File: src/rtl/design_ctrl_pkg.sv
// Shared register map, field positions and reset values for the design_ctrl block.
package design_ctrl_pkg;

    localparam logic [3:0] CTRL_OFF   = 4'h0;
    localparam logic [3:0] CLKDIV_OFF = 4'h4;
    localparam logic [3:0] RSTLEN_OFF = 4'h8;
    localparam logic [3:0] STATUS_OFF = 4'hC;

    localparam int SEL_LSB        = 0;
    localparam int SEL_W          = 4;
    localparam int SOFT_RST_BIT   = 8;
    localparam int CLK_EN_BIT     = 16;
    localparam int RST_BUSY_BIT   = 0;
    localparam int STATUS_SEL_LSB = 4;
    localparam int ECNT_LSB       = 16;

    localparam logic [7:0]  LEN_RST  = 8'd3;
    localparam logic [15:0] DIV_RST  = 16'd0;
    localparam logic [8:0]  RCNT_RST = 9'd4;

    typedef enum logic [2:0] {
        REG_CTRL   = 3'd0,
        REG_CLKDIV = 3'd1,
        REG_RSTLEN = 3'd2,
        REG_STATUS = 3'd3,
        REG_NONE   = 3'd4
    } reg_e;

    // Merge write data into the current value of a register, byte by byte.
    function automatic logic [31:0] apply_be(input logic [31:0] cur,
                                             input logic [31:0] wdat,
                                             input logic [3:0]  be);
        logic [31:0] res;
        res = cur;
        for (int b = 0; b < 4; b++) begin
            if (be[b]) begin
                res[b*8 +: 8] = wdat[b*8 +: 8];
            end else begin
                res[b*8 +: 8] = cur[b*8 +: 8];
            end
        end
        return res;
    endfunction

endpackage

File: src/rtl/design_clk_div.sv
// Programmable divider: toggles the design clock when the counter reaches DIV and
// emits a one-cycle pulse aligned with every 0->1 toggle.
module design_clk_div
    import design_ctrl_pkg::*;
(
    input  logic        clk,
    input  logic        rst,
    input  logic        en,
    input  logic [15:0] div,
    output logic        design_clk_o,
    output logic        rise
);

    logic [15:0] cnt_r;
    logic        clk_r;
    logic        rise_r;

    // Counter, divided clock and rise pulse; >= lets a shrunk DIV take effect at once
    always_ff @(posedge clk) begin
        if (rst) begin
            cnt_r  <= 16'd0;
            clk_r  <= 1'b0;
            rise_r <= 1'b0;
        end else if (!en) begin
            cnt_r  <= 16'd0;
            clk_r  <= 1'b0;
            rise_r <= 1'b0;
        end else if (cnt_r >= div) begin
            cnt_r  <= 16'd0;
            clk_r  <= ~clk_r;
            rise_r <= ~clk_r;
        end else begin
            cnt_r  <= cnt_r + 16'd1;
            rise_r <= 1'b0;
        end
    end

    assign design_clk_o = clk_r;
    assign rise         = rise_r;

endmodule

File: src/rtl/design_ctrl.sv
// Wishbone register file, project select and per-project reset sequencer.
// Optional rise-event counter in STATUS[31:16] under DESIGN_CTRL_EDGE_COUNTER_EN.
module design_ctrl
    import design_ctrl_pkg::*;
#(
    parameter logic [31:0] BASE_ADDR   = 32'h3000_0000,
    parameter int          NUM_DESIGNS = 16
) (
    input  logic                   wb_clk_i,
    input  logic                   wb_rst_i,
    input  logic                   wbs_stb_i,
    input  logic                   wbs_cyc_i,
    input  logic                   wbs_we_i,
    input  logic [3:0]             wbs_sel_i,
    input  logic [31:0]            wbs_adr_i,
    input  logic [31:0]            wbs_dat_i,
    output logic                   wbs_ack_o,
    output logic [31:0]            wbs_dat_o,
    output logic [3:0]             design_sel_o,
    output logic                   design_clk_o,
    output logic [NUM_DESIGNS-1:0] design_rst_o
);

    logic                   ack_r;
    logic [31:0]            dat_r;
    logic [3:0]             sel_r;
    logic                   clk_en_r;
    logic [15:0]            div_r;
    logic [7:0]             len_r;
    logic                   busy_r;
    logic [8:0]             rcnt_r;
    logic [NUM_DESIGNS-1:0] rst_r;

    logic                   hit_s;
    logic                   acc_s;
    logic                   wr_s;
    logic                   ctrl_wr_s;
    logic                   trig_s;
    logic                   rise_s;
    reg_e                   reg_s;
    logic [31:0]            ctrl_rd_s;
    logic [31:0]            status_rd_s;
    logic [31:0]            rdata_s;
    logic [31:0]            wnew_s;
    logic [15:0]            ecnt_s;
    logic [3:0]             sel_nxt_s;
    logic                   clk_en_nxt_s;
    logic                   busy_nxt_s;
    logic [8:0]             rcnt_nxt_s;
    logic [NUM_DESIGNS-1:0] rst_nxt_s;

    // Address decode, read mux and byte-merged write value
    always_comb begin
        hit_s = (wbs_adr_i[31:4] == BASE_ADDR[31:4]);
        acc_s = wbs_stb_i & wbs_cyc_i & ~ack_r & hit_s;
        wr_s  = acc_s & wbs_we_i;

        case (wbs_adr_i[3:0])
            CTRL_OFF:   reg_s = REG_CTRL;
            CLKDIV_OFF: reg_s = REG_CLKDIV;
            RSTLEN_OFF: reg_s = REG_RSTLEN;
            STATUS_OFF: reg_s = REG_STATUS;
            default:    reg_s = REG_NONE;
        endcase

        ctrl_rd_s                         = 32'h0;
        ctrl_rd_s[SEL_LSB +: SEL_W]       = sel_r;
        ctrl_rd_s[CLK_EN_BIT]             = clk_en_r;
        status_rd_s                       = 32'h0;
        status_rd_s[RST_BUSY_BIT]         = busy_r;
        status_rd_s[STATUS_SEL_LSB +: 4]  = sel_r;
        status_rd_s[ECNT_LSB +: 16]       = ecnt_s;

        case (reg_s)
            REG_CTRL:   rdata_s = ctrl_rd_s;
            REG_CLKDIV: rdata_s = {16'h0, div_r};
            REG_RSTLEN: rdata_s = {24'h0, len_r};
            REG_STATUS: rdata_s = status_rd_s;
            default:    rdata_s = 32'h0;
        endcase

        wnew_s = apply_be(rdata_s, wbs_dat_i, wbs_sel_i);
    end

    // Next select, clock enable and reset-sequencer state; a trigger beats a rise event
    always_comb begin
        ctrl_wr_s    = wr_s & (reg_s == REG_CTRL);
        sel_nxt_s    = sel_r;
        clk_en_nxt_s = clk_en_r;
        trig_s       = 1'b0;
        busy_nxt_s   = busy_r;
        rcnt_nxt_s   = rcnt_r;
        rst_nxt_s    = '1;

        if (ctrl_wr_s) begin
            sel_nxt_s    = wnew_s[SEL_LSB +: SEL_W];
            clk_en_nxt_s = wnew_s[CLK_EN_BIT];
            trig_s       = (wbs_sel_i[1] & wbs_dat_i[SOFT_RST_BIT]) |
                           (wnew_s[SEL_LSB +: SEL_W] != sel_r);
        end else begin
            sel_nxt_s    = sel_r;
            clk_en_nxt_s = clk_en_r;
        end

        if (trig_s) begin
            busy_nxt_s = 1'b1;
            rcnt_nxt_s = {1'b0, len_r} + 9'd1;
        end else if (busy_r && rise_s) begin
            if (rcnt_r > 9'd1) begin
                busy_nxt_s = 1'b1;
                rcnt_nxt_s = rcnt_r - 9'd1;
            end else begin
                busy_nxt_s = 1'b0;
                rcnt_nxt_s = 9'd0;
            end
        end else begin
            busy_nxt_s = busy_r;
            rcnt_nxt_s = rcnt_r;
        end

        // Built from next-state values so a new SEL is never seen out of reset
        for (int i = 0; i < NUM_DESIGNS; i++) begin
            rst_nxt_s[i] = busy_nxt_s | (int'(sel_nxt_s) != i);
        end
    end

    // Bus handshake, register file and sequencer state
    always_ff @(posedge wb_clk_i) begin
        if (wb_rst_i) begin
            ack_r    <= 1'b0;
            dat_r    <= 32'h0;
            sel_r    <= 4'h0;
            clk_en_r <= 1'b0;
            div_r    <= DIV_RST;
            len_r    <= LEN_RST;
            busy_r   <= 1'b1;
            rcnt_r   <= RCNT_RST;
            rst_r    <= '1;
        end else begin
            ack_r    <= acc_s;
            sel_r    <= sel_nxt_s;
            clk_en_r <= clk_en_nxt_s;
            busy_r   <= busy_nxt_s;
            rcnt_r   <= rcnt_nxt_s;
            rst_r    <= rst_nxt_s;
            if (acc_s) begin
                dat_r <= rdata_s;
            end else begin
                dat_r <= 32'h0;
            end
            if (wr_s && reg_s == REG_CLKDIV) begin
                div_r <= wnew_s[15:0];
            end
            if (wr_s && reg_s == REG_RSTLEN) begin
                len_r <= wnew_s[7:0];
            end
        end
    end

`ifdef DESIGN_CTRL_EDGE_COUNTER_EN
    logic [15:0] ecnt_r;

    // Rise-event counter, cleared by any reset trigger, wraps naturally
    always_ff @(posedge wb_clk_i) begin
        if (wb_rst_i) begin
            ecnt_r <= 16'h0;
        end else if (trig_s) begin
            ecnt_r <= 16'h0;
        end else if (rise_s) begin
            ecnt_r <= ecnt_r + 16'd1;
        end
    end

    assign ecnt_s = ecnt_r;
`else
    assign ecnt_s = 16'h0;
`endif

    design_clk_div u_clk_div (
        .clk          (wb_clk_i),
        .rst          (wb_rst_i),
        .en           (clk_en_r),
        .div          (div_r),
        .design_clk_o (design_clk_o),
        .rise         (rise_s)
    );

    assign wbs_ack_o    = ack_r;
    assign wbs_dat_o    = dat_r;
    assign design_sel_o = sel_r;
    assign design_rst_o = rst_r;

endmodule
File: config.mk
export PLATFORM = sky130hd
export DESIGN_NAME = design_ctrl
export DESIGN_NICKNAME = d
export VERILOG_FILES = /design/src/rtl/design_ctrl_pkg.sv /design/src/rtl/design_clk_div.sv /design/src/rtl/design_ctrl.sv
export SDC_FILE = /design/constraint.sdc
export NUM_CORES = 1
export LEC_CHECK = 0
export CAP_MARGIN = 20
export CORE_AREA = 4 4 103 105
export DETAILED_ROUTE_END_ITERATION = 10
export DIE_AREA = 0 0 107 109
export PLACE_DENSITY_LB_ADDON = 0.15
export SLEW_MARGIN = 20
export SYNTH_ARGS = -nofsm -noshare
export SYNTH_HDL_FRONTEND = slang
export SYNTH_SLANG_ARGS = --single-unit
File: constraint.sdc
create_clock -name wb_clk_i -period 3.1 [get_ports wb_clk_i]
set_input_delay 0.62 -clock wb_clk_i [delete_from_list [all_inputs] [get_ports wb_clk_i]]
set_output_delay 0.62 -clock wb_clk_i [all_outputs]
set_load 0.02 [all_outputs]
==> impl_metrics.csv, run 1 <==
group,metric,value,unit
sta,hold_slack,0.484,ns
run_status,status,"finished, final reports clean",
setup_path,cp_cell_sequence,"clkdlybuf4s50_1 -> mux4_2 -> a31o_2 -> xor2_1 -> o41ai_4 -> buf_4 -> and4_1 -> nand2_1",
cts,ctsHoldBuffers,0,
final_layout,layout_commonest_cell,"clkdlybuf4s50_1",
synth,synth.avg_cell_area,8.83,um^2
final_layout,n_antenna_cell,0,
global_routing,grt_overflow_total,0,
cts,cts_max_level,3,
route,drtPass1Iterations,5,
synth,yosys-top-cells-area,"dfxtp_1, nor2_1, mux2i_1, ha_1, nand2_1",
synth,synth_seq_cells,91,
power_and_ir_drop,total_leakage_power,2.31,nW
final_layout,seqCellArea,0.00182,mm^2
route,avgRoutedWirePerCell,15.4,um
die,ios,127,
route,vias,4171,
sta,layout_min_cycle_time,2.95,ns
synth,synth_cell_types,62,
route,drt-initial-drc-count,255,
cts,clk_latency,0.35,ns
power_and_ir_drop,total_power,2.24,mW
synth,yosysTopAreaCellShare,0.395,
setup_path,critPathRequiredTime,3.34,ns
sta,final.period_utilization,0.952,
final_layout,nFillCells,858,
synth,synth_cells,522,
setup_path,endpoint_kind,"flip-flop",
setup_path,critPathTopFamily,"buffers and inverters",
die,initial_core_util,0.478,
sta,max_freq,339,MHz
place,io_buffers,95,
cts,ctsResizeCount,0,
route,viasPerCell,5.38,
cts,clock_path_buffers,2,
flow_run,maxCapViolCount,0,
sta,finalClockSkew,0.0116,ns
synth,yosysTopAreaCell,"dfxtp_1",
route,drc,0,
cts,cts.sinks,91,
sta,finalMaxSlewViolations,0,
cts,numCtsBuffers,9,
setup_path,critPathBufInv,2,
final_layout,layout-drive-gt1-share,0.0997,
route,routed_wl,11900,um
die,dieArea,0.0117,mm^2
route,ant_nets,0,
setup_path,crit_path_start_kind,"input pin",
final_layout,fin_nets,730,
cts,tritoncts,"built",
synth,yosys_warnings,0,
sta,setup_tns,0,ns
sta,worst_pin_slew,0.842,ns
final_layout,syn_to_final_growth,30.9,%
power_and_ir_drop,vdd_drop_max,0.000253,V
global_routing,antenna_found_initial,0,
final_layout,layout_common_cells,"clkdlybuf4s50_1, dfxtp_1, nor2_1",
setup_path,slowest_stage,"clkdlybuf4s50_1",
cts,post_cts_buffers,0,
min_path,hold_path.class,"reg2reg",
synth,syn_area,0.00461,mm^2
power_and_ir_drop,powerDensity,371,mW/mm^2
die,rows,36,
setup_path,critPathMaxStageDelay,0.58,ns
final_layout,multiInputGateArea,0.00252,mm^2
cts,clk_pin_slew,0.09,ns
global_routing,grt_pass1_wl,19400,um
setup_path,critical_path_class,"in2reg",
sta,finalHoldViolations,0,
die,die_x,107,um
global_routing,grt_max_degree,28,
synth,synth_edf_count,0,
synth,ys_async_sr_fraction,0,
die,dieHeight,109,um
setup_path,path_max_fanout,15,
synth,synth-seq-area-share,0.395,
sta,rsz0062_at_grt,"false",
global_routing,grt_use_total,0.208,
sta,setup_viol,0,
sta,relSlewSlack,0.431,
cts,cts_root_buf,"clkbuf_8",
synth,synth_ff_type,"dfxtp_1",
place,dp_hpwl,9450,um
die,core,0.00964,mm^2
setup_path,timing.critical_path.arrival,3.19,ns
place,place_congestion,0.853,
global_routing,first_global_vias,3996,
## flip-flops by register name, indices dropped and copies added (netlist names)
name / flops
u_clk_div.rise: 1
div_r: 16
design_rst_o: 16
u_clk_div.cnt_r: 16
wbs_ack_o: 1
busy_r: 1
wbs_dat_o: 17
len_r: 8
clk_en_r: 1
u_clk_div.design_clk_o: 1
design_sel_o: 4
rcnt_r: 9
## synthesized netlist by cell type, types with 2 or more instances
cell and count:
buf_2 5, or3_1 6, nor2b_1 5, a211o_1 3, a31o_2 2, a32o_1 3, o21ai_0 12, mux2i_1 26
nor4bb_1 3, nand3b_1 5, buf_4 16, clkbuf_1 14, a21o_1 5, a22o_1 5, and4_1 2, o31ai_1 2
a311oi_1 4, a211oi_1 11, a31oi_1 3, nand2b_1 5, nor4_1 9, xor2_1 12, ha_1 20, xnor2_1 13
mux2_2 6, or3b_1 4, nand3_1 17, nand2_1 35, a21oi_1 11, dfxtp_1 91, and2_1 2, inv_1 28
nor3_1 16, nand4_1 13, and3_1 9, nor2_1 73
## kinds of logic (layout without fill, tap and decap cells)
| kind of cell | Yosys count | count (layout) | share of synthesized area |
|---|---|---|---|
| AND/OR/NAND/NOR | 214 | 214 | 0.237 |
| flip-flops | 91 | 91 | 0.395 |
| AO/OA/AOI/OAI | 73 | 73 | 0.120 |
| buffers and inverters | 65 | 171 | 0.0690 |
| multiplexers | 33 | 33 | 0.0760 |
| XOR/XNOR | 25 | 25 | 0.0475 |
| adder cells (fa/ha/maj) | 20 | 20 | 0.0543 |
| other | 1 | 15 | 0.000814 |
## tightest hold or removal path, stage by stage, from the launching register on
cell,delay [ns]
dfxtp_1,0.32
inv_1,0.07
nor3_1,0.05
## layer usage
| layer | GRT usage | vias up | wire [um] |
|---|---|---|---|
| li1 | - | 2059 | - |
| met1 | 0.265 | 1992 | 5180 |
| met2 | 0.358 | 103 | 6060 |
| met3 | 0.0391 | 17 | 515 |
| met4 | 0.0667 | 0 | 191 |
| met5 | 0 | - | 0 |
## final timing paths
kind	from	endpoint	slack, ns	depth (start not counted)
hold / removal	div_r[15]	wbs_dat_o[15]	0.48	2
hold reg to reg	div_r[15]	wbs_dat_o[15]	0.48	2
setup / recovery	wbs_adr_i[2]	design_rst_o[0]	0.15	8
setup reg to reg	design_sel_o[0]	design_rst_o[0]	0.62	7
## final cells by class
| type | instances | share of cell area |
|---|---|---|
| Multi-Input combinational cell | 380 | 0.419 |
| Sequential cell | 91 | 0.302 |
| Timing Repair Buffer | 127 | 0.198 |
| Tap cell | 133 | 0.0276 |
| Clock buffer | 9 | 0.0205 |
| Inverter | 28 | 0.0174 |
| Clock inverter | 7 | 0.0162 |
## report_power, final
part | leakage, nW | internal (mW) | total [mW] | switching, mW
sequential | 0.733 | 1.17 | 1.17 | 0.0000000000366
clock | 0.106 | 0.458 | 0.895 | 0.436
combinational | 1.47 | 0.0933 | 0.175 | 0.0818
## metrics by stage
stage / area [um^2] / instances / worst slack (ns) / utilization
4_1_cts: 6030 / 775 / 0.180 / 0.626
6_report: 6030 / 775 / 0.149 / 0.626
3_3_place_gp: 5810 / 759 / -0.147 / 0.603
5_1_grt: 6030 / 775 / 0.0926 / 0.626
3_5_place_dp: 5810 / 759 / -0.183 / 0.603
2_1_floorplan: 4660 / 536 / 0.334 / -
No activity file was read; power rests on OpenSTA's default activity.
==> run 2: changes to the inputs <==
--- a/config.mk
+++ b/config.mk
@@ -5,10 +5,11 @@
 export SDC_FILE = /design/constraint.sdc
 export NUM_CORES = 1
 export LEC_CHECK = 0
+export ABC_AREA = 1
 export CAP_MARGIN = 20
-export CORE_AREA = 4 4 103 105
+export CORE_AREA = 4 4 105 107
 export DETAILED_ROUTE_END_ITERATION = 10
-export DIE_AREA = 0 0 107 109
+export DIE_AREA = 0 0 109 111
 export PLACE_DENSITY_LB_ADDON = 0.15
 export SLEW_MARGIN = 20
 export SYNTH_ARGS = -nofsm -noshare
==> run 2 against run 1 <==
Effect of this change: critical path depth is 7 higher; clock power decreased by 14%; synthesized area up 5.1%; sequential power is essentially flat; final cell count grew 19%; largest cell class unchanged; largest power group unchanged.
==> impl_metrics.csv, run 2 <==
group,metric,value,unit
global_routing,grt_pass1_wl,20500,um
final_layout,n_antenna_cell,0,
run_status,status,"finished, final reports clean",
setup_path,cp_num_cells,15,
setup_path,r2r_slack,0.90,ns
synth,synth_seq_cells,91,
synth,yosys-top-cells-area,"dfxtp_1, nand2_1, nand3_1, nor2_1, inv_1",
sta,setup_viol,0,
final_layout,multiInputGateArea,0.00254,mm^2
sta,finalHoldViolations,0,
synth,synthTopCellsByCount,"nand2_1, dfxtp_1, nor2_1",
synth,synth-seq-area-share,0.376,
synth,syn_area,0.00484,mm^2
cts,clock_path_buffers,2,
setup_path,path_max_fanout,15,
sta,finalMaxSlewViolations,0,
setup_path,timing.critical_path.arrival,2.86,ns
setup_path,slowest_stage,"clkdlybuf4s50_1",
route,drc,0,
die,die_x,109,um
place,io_buffers,95,
power_and_ir_drop,powerDensity,350,mW/mm^2
sta,rsz0062_at_grt,"false",
route,ant_nets,0,
route,drt-initial-drc-count,257,
cts,numCtsBuffers,9,
min_path,hold_start,"div_r[9]",
route,avgRoutedWirePerCell,13.4,um
die,rows,37,
final_layout,largest_reg_flops,17,
final_layout,final_util,0.598,
setup_path,reg2regPathDepth,11,
cts,post_cts_buffers,0,
cts,clk_latency,0.37,ns
die,ios,127,
final_layout,layout-drive-gt1-share,0.0558,
die,dieHeight,111,um
sta,layout_min_cycle_time,2.61,ns
route,drtPass1Iterations,6,
place,dp_hpwl,9740,um
synth,yosysTopAreaCellShare,0.376,
setup_path,cp_cell_sequence,"clkdlybuf4s50_1 -> nor2_1 -> nand3_1 -> nand3_1 -> nand2_1 -> nand3_1 -> nand2_1 -> nor2_2 -> nand3_4 -> nand2_4 -> nand2_1 -> inv_1 -> nand2_1 -> nand2_1 -> nand2_1",
setup_path,critical_path_class,"in2reg",
synth,synth_most_common_cell,"nand2_1",
cts,cts_max_level,3,
setup_path,r2r-start,"u_clk_div.cnt_r[0]",
route,vias,4681,
setup_path,critPathRequiredTime,3.35,ns
sta,finalClockSkew,0.0206,ns
synth,yosys_warnings,0,
die,core,0.0101,mm^2
final_layout,nFillCells,939,
setup_path,endpoint_kind,"flip-flop",
synth,synth_cell_types,40,
setup_path,r2r_end,"u_clk_div.cnt_r[14]",
setup_path,critPathBufInv,2,
final_layout,fin_nets,876,
cts,clk_pin_slew,0.10,ns
flow_run,maxCapViolCount,0,
setup_path,critPathMostFrequentCell,"nand2_1",
cts,cts_root_buf,"clkbuf_8",
setup_path,critPathMaxStageDelay,0.53,ns
final_layout,layout_commonest_cell,"nand2_1",
setup_path,crit_path_start_kind,"input pin",
synth,synth_edf_count,0,
global_routing,grt_use_total,0.208,
min_path,whs_path_depth,2,
setup_path,critPathTopFamily,"simple AND/OR/NAND/NOR gates",
die,initial_core_util,0.477,
cts,ctsHoldBuffers,0,
setup_path,cp-startpoint,"wbs_adr_i[3]",
power_and_ir_drop,total_leakage_power,2.41,nW
power_and_ir_drop,vdd_drop_max,0.000220,V
final_layout,layout_common_cells,"nand2_1, clkdlybuf4s50_1, dfxtp_1",
global_routing,first_global_vias,4441,
place,place_congestion,0.869,
route,viasPerCell,5.07,
final_layout,syn_to_final_growth,25.2,%
global_routing,antenna_found_initial,0,
global_routing,grt_overflow_total,0,
global_routing,grt_max_degree,25,
cts,tritoncts,"built",
cts,cts.sinks,91,
synth,synth.avg_cell_area,7.05,um^2
final_layout,seqCellArea,0.00182,mm^2
route,routed_wl,12400,um
synth,ys_async_sr_fraction,0,
sta,setup_tns,0,ns
synth,synth_ff_type,"dfxtp_1",
synth,yosysTopAreaCell,"dfxtp_1",
sta,max_freq,384,MHz
cts,ctsResizeCount,0,
die,dieArea,0.0121,mm^2
min_path,hold_path.class,"reg2reg",
synth,synth_cells,687,
sta,final.period_utilization,0.840,
min_path,min_to,"wbs_dat_o[9]",
## run 2: changes by cell type after synthesis, sizes merged, moves of 8 or more
cell    delta
nand2     +77
inv       +58
nand3     +50
a21oi     +36
o21ai     +33
mux2i     -26
nor2      +22
a211oi    -11
nor3       +9
and3       -8
xor2       -8
## run 2: worst max path at each step
stage	endpoint
2_1_floorplan	design_rst_o[11]
3_3_place_gp	design_rst_o[13]
3_5_place_dp	design_rst_o[1]
4_1_cts	design_rst_o[1]
5_1_grt	design_rst_o[6]
6_report	rcnt_r[2]
## run 2: report_power, final
group | leakage, nW | internal, mW | switching [mW]
Clock | 0.0844 | 0.304 | 0.463
Combinational | 1.59 | 0.0888 | 0.0996
Sequential | 0.733 | 1.17 | 0.0000000000513
Total | 2.41 | 1.56 | 0.563
## run 2: layout make-up
| cell class | count | share of cell area |
|---|---|---|
| clock buffers | 9 | 0.0204 |
| flip-flops and latches | 91 | 0.301 |
| well taps | 136 | 0.0281 |
| repair buffers | 104 | 0.168 |
| multi-input cells | 490 | 0.419 |
| clock inverters | 7 | 0.00991 |
| inverters | 87 | 0.0543 |
## run 2: routing by layer
metal / vias to the layer above / wire length, um / GRT usage
met5: - / 0 / 0
met4: 0 / 158 / 0.0497
li1: 2436 / - / -
met1: 2138 / 5390 / 0.261
met2: 95 / 6380 / 0.364
met3: 12 / 466 / 0.0402
## run 2: per-stage QoR
stage	worst slack [ns]	instance area, um^2	cells	total power, mW	hold WS [ns]
after floorplan	0.972	4890	701	1.29	0.430
after global placement	0.183	5880	908	1.38	0.446
after detailed placement	0.156	5880	908	1.38	0.459
after CTS	0.537	6060	924	2.14	0.466
after global routing	0.267	6060	924	2.22	0.504
final	0.495	6060	924	2.12	0.462
## run 2: cell families after synthesis
logic type | share of synthesized area
fa+ha+maj | 0.0517
buf+inv | 0.110
xor+xnor | 0.0181
other cells | 0.000775
simple gates | 0.318
flops | 0.376
compound gates | 0.125
## run 2: worst reg2reg max path, stage by stage, from the launching register on
cell and delay [ns]:
dfxtp_1 0.39, ha_1 0.18, nand2_1 0.08, nor2_1 0.20, nand3_1 0.14, nor3_1 0.32
nand3_1 0.17, nor2_1 0.19, nand2_1 0.10, nor2_1 0.14, nand2_1 0.05, nor3b_1 0.13
==> run 3: changes to the inputs <==
==> constraint.sdc (replaced) <==
create_clock -name wb_clk_i -period 2.45 [get_ports wb_clk_i]
set_input_delay 0.49 -clock wb_clk_i [delete_from_list [all_inputs] [get_ports wb_clk_i]]
set_output_delay 0.49 -clock wb_clk_i [all_outputs]
set_load 0.02 [all_outputs]
==> run 3 against run 2 <==
Effect of this change: combinational power rose by 56%; non-clock buffer count grew 66; final cell count is 7.1% higher; die area is the same; clock skew fell by 0.0057 ns; hold slack gained 0.0077 ns; worst setup slack worse by 0.32 ns; routed wire length is 6.2% higher; first-iteration DRC count is 19% higher; core utilization increased by 5.9 points; critical path depth unchanged; critical path type unchanged.
==> impl_metrics.csv, run 3 (same netlist as run 2, synthesis figures left out) <==
group,metric,value,unit
cts,tritoncts,"built",
cts,clk_latency,0.37,ns
setup_path,timing.critical_path.arrival,2.53,ns
place,preCtsSetupSlack,-0.242,ns
route,viasPerCell,5.06,
die,rows,37,
run_status,status,"finished, final reports clean",
final_layout,fin_cells,990,
global_routing,grt_max_degree,25,
final_layout,fin_nets,942,
setup_path,critPathRequiredTime,2.70,ns
route,routed_wl,13200,um
cts,clk_pin_slew,0.10,ns
setup_path,critical_path_class,"in2reg",
sta,final.period_utilization,0.930,
final_layout,n_antenna_cell,0,
setup_path,endpoint_kind,"flip-flop",
route,drt-initial-drc-count,306,
cts,cts_max_level,3,
sta,max_freq,439,MHz
cts,ctsHoldBuffers,0,
cts,cts.sinks,91,
final_layout,largest_reg_flops,17,
die,dieArea,0.0121,mm^2
cts,numCtsBuffers,9,
die,initial_core_util,0.477,
final_layout,syn_to_final_growth,37.6,%
place,io_buffers,95,
power_and_ir_drop,seqPwrFrac,0.524,
route,avgRoutedWirePerCell,13.3,um
final_layout,layout-drive-gt1-share,0.139,
power_and_ir_drop,total_leakage_power,2.75,nW
sta,finalClockSkew,0.0149,ns
setup_path,crit_path_start_kind,"input pin",
global_routing,grt_overflow_total,0,
die,ios,127,
global_routing,first_global_vias,4868,
cts,ctsResizeCount,0,
power_and_ir_drop,p_int,2.11,mW
flow_run,maxCapViolCount,0,
die,dieHeight,111,um
global_routing,grt_use_total,0.218,
power_and_ir_drop,powerDensity,423,mW/mm^2
cts,post_cts_buffers,0,
power_and_ir_drop,p_sw,707,uW
sta,finalMaxSlewViolations,0,
place,place_congestion,0.849,
power_and_ir_drop,combPwrFrac,0.104,
global_routing,antenna_found_initial,0,
power_and_ir_drop,p_sw_frac,0.251,
cts,cts_root_buf,"clkbuf_8",
final_layout,layout_common_cells,"nand2_1, clkdlybuf4s50_1, dfxtp_1",
place,dp_hpwl,10400,um
route,drtPass1Iterations,5,
route,drc,0,
route,vias,5010,
min_path,hold_path.class,"reg2reg",
sta,timing.final.ws_setup,0.171,ns
die,core,0.0101,mm^2
cts,clock_path_buffers,2,
setup_path,path_max_fanout,17,
place,dpl.cell_count,974,
sta,finalHoldViolations,0,
route,ant_nets,0,
power_and_ir_drop,clkPwrFrac,0.371,
final_layout,layout_commonest_cell,"nand2_1",
die,die_x,109,um
sta,setup_viol,0,
sta,layout_min_cycle_time,2.28,ns
global_routing,grt_pass1_wl,21500,um
power_and_ir_drop,vdd_drop_max,0.000349,V
## run 3: worst paths after layout
check / cells past startpoint / startpoint / endpoint / slack, ns
setup / recovery: 15 / wbs_adr_i[3] / design_rst_o[5] / 0.17
hold / removal: 1 / u_clk_div.cnt_r[0] / u_clk_div.cnt_r[0] / 0.47
setup reg to reg: 11 / rcnt_r[1] / design_rst_o[5] / 0.39
hold reg to reg: 1 / u_clk_div.cnt_r[0] / u_clk_div.cnt_r[0] / 0.47
## run 3: critical path, cell delays in order
cell	delay, ns
clkdlybuf4s50_1	0.59
buf_4	0.16
nor2_4	0.04
nand3_1	0.06
nand2_1	0.06
nor2_1	0.21
nand2_1	0.11
nand3_1	0.08
nand2_1	0.05
inv_1	0.08
nand3_4	0.09
nand2_4	0.10
inv_4	0.06
nor2_8	0.20
nand3_1	0.11
## run 3: per-stage QoR
| stage | area, um^2 | total power, mW | utilization | hold WS [ns] | setup TNS [ns] |
|---|---|---|---|---|---|
| after global routing | 6660 | 2.93 | 0.657 | 0.494 | -0.0140 |
| after floorplan | 4890 | 1.64 | - | 0.430 | 0 |
| after CTS | 6640 | 2.84 | 0.655 | 0.480 | 0 |
| after global placement | 6440 | 1.80 | 0.635 | 0.447 | -3.89 |
| after detailed placement | 6440 | 1.80 | 0.635 | 0.456 | -5.31 |
| final | 6660 | 2.82 | 0.657 | 0.470 | 0 |
## run 3: power groups by stage
stage	combinational, mW	clock [mW]	sequential, mW
floorplan	0.126	0	1.51
global placement	0.286	0	1.51
detailed placement	0.291	0	1.51
CTS	0.293	1.07	1.48
global route	0.318	1.13	1.48
finish	0.294	1.05	1.48
## run 3: layout make-up
class                      count  area [um^2]
timing repair buffer         170         1580
multi-input combinational    490         2560
clock buffer                   9          124
fill                         898         3480
inverter                      87          329
sequential                    91         1820
tap                          136          170
clock inverter                 7         76.3
## run 3: per-layer routing
metal	GRT usage	share of wire	wire length [um]
met2	0.394	0.52	6880
met1	0.261	0.43	5660
met5	0	0	0
met4	0.0564	0.0096	126
met3	0.0396	0.038	500
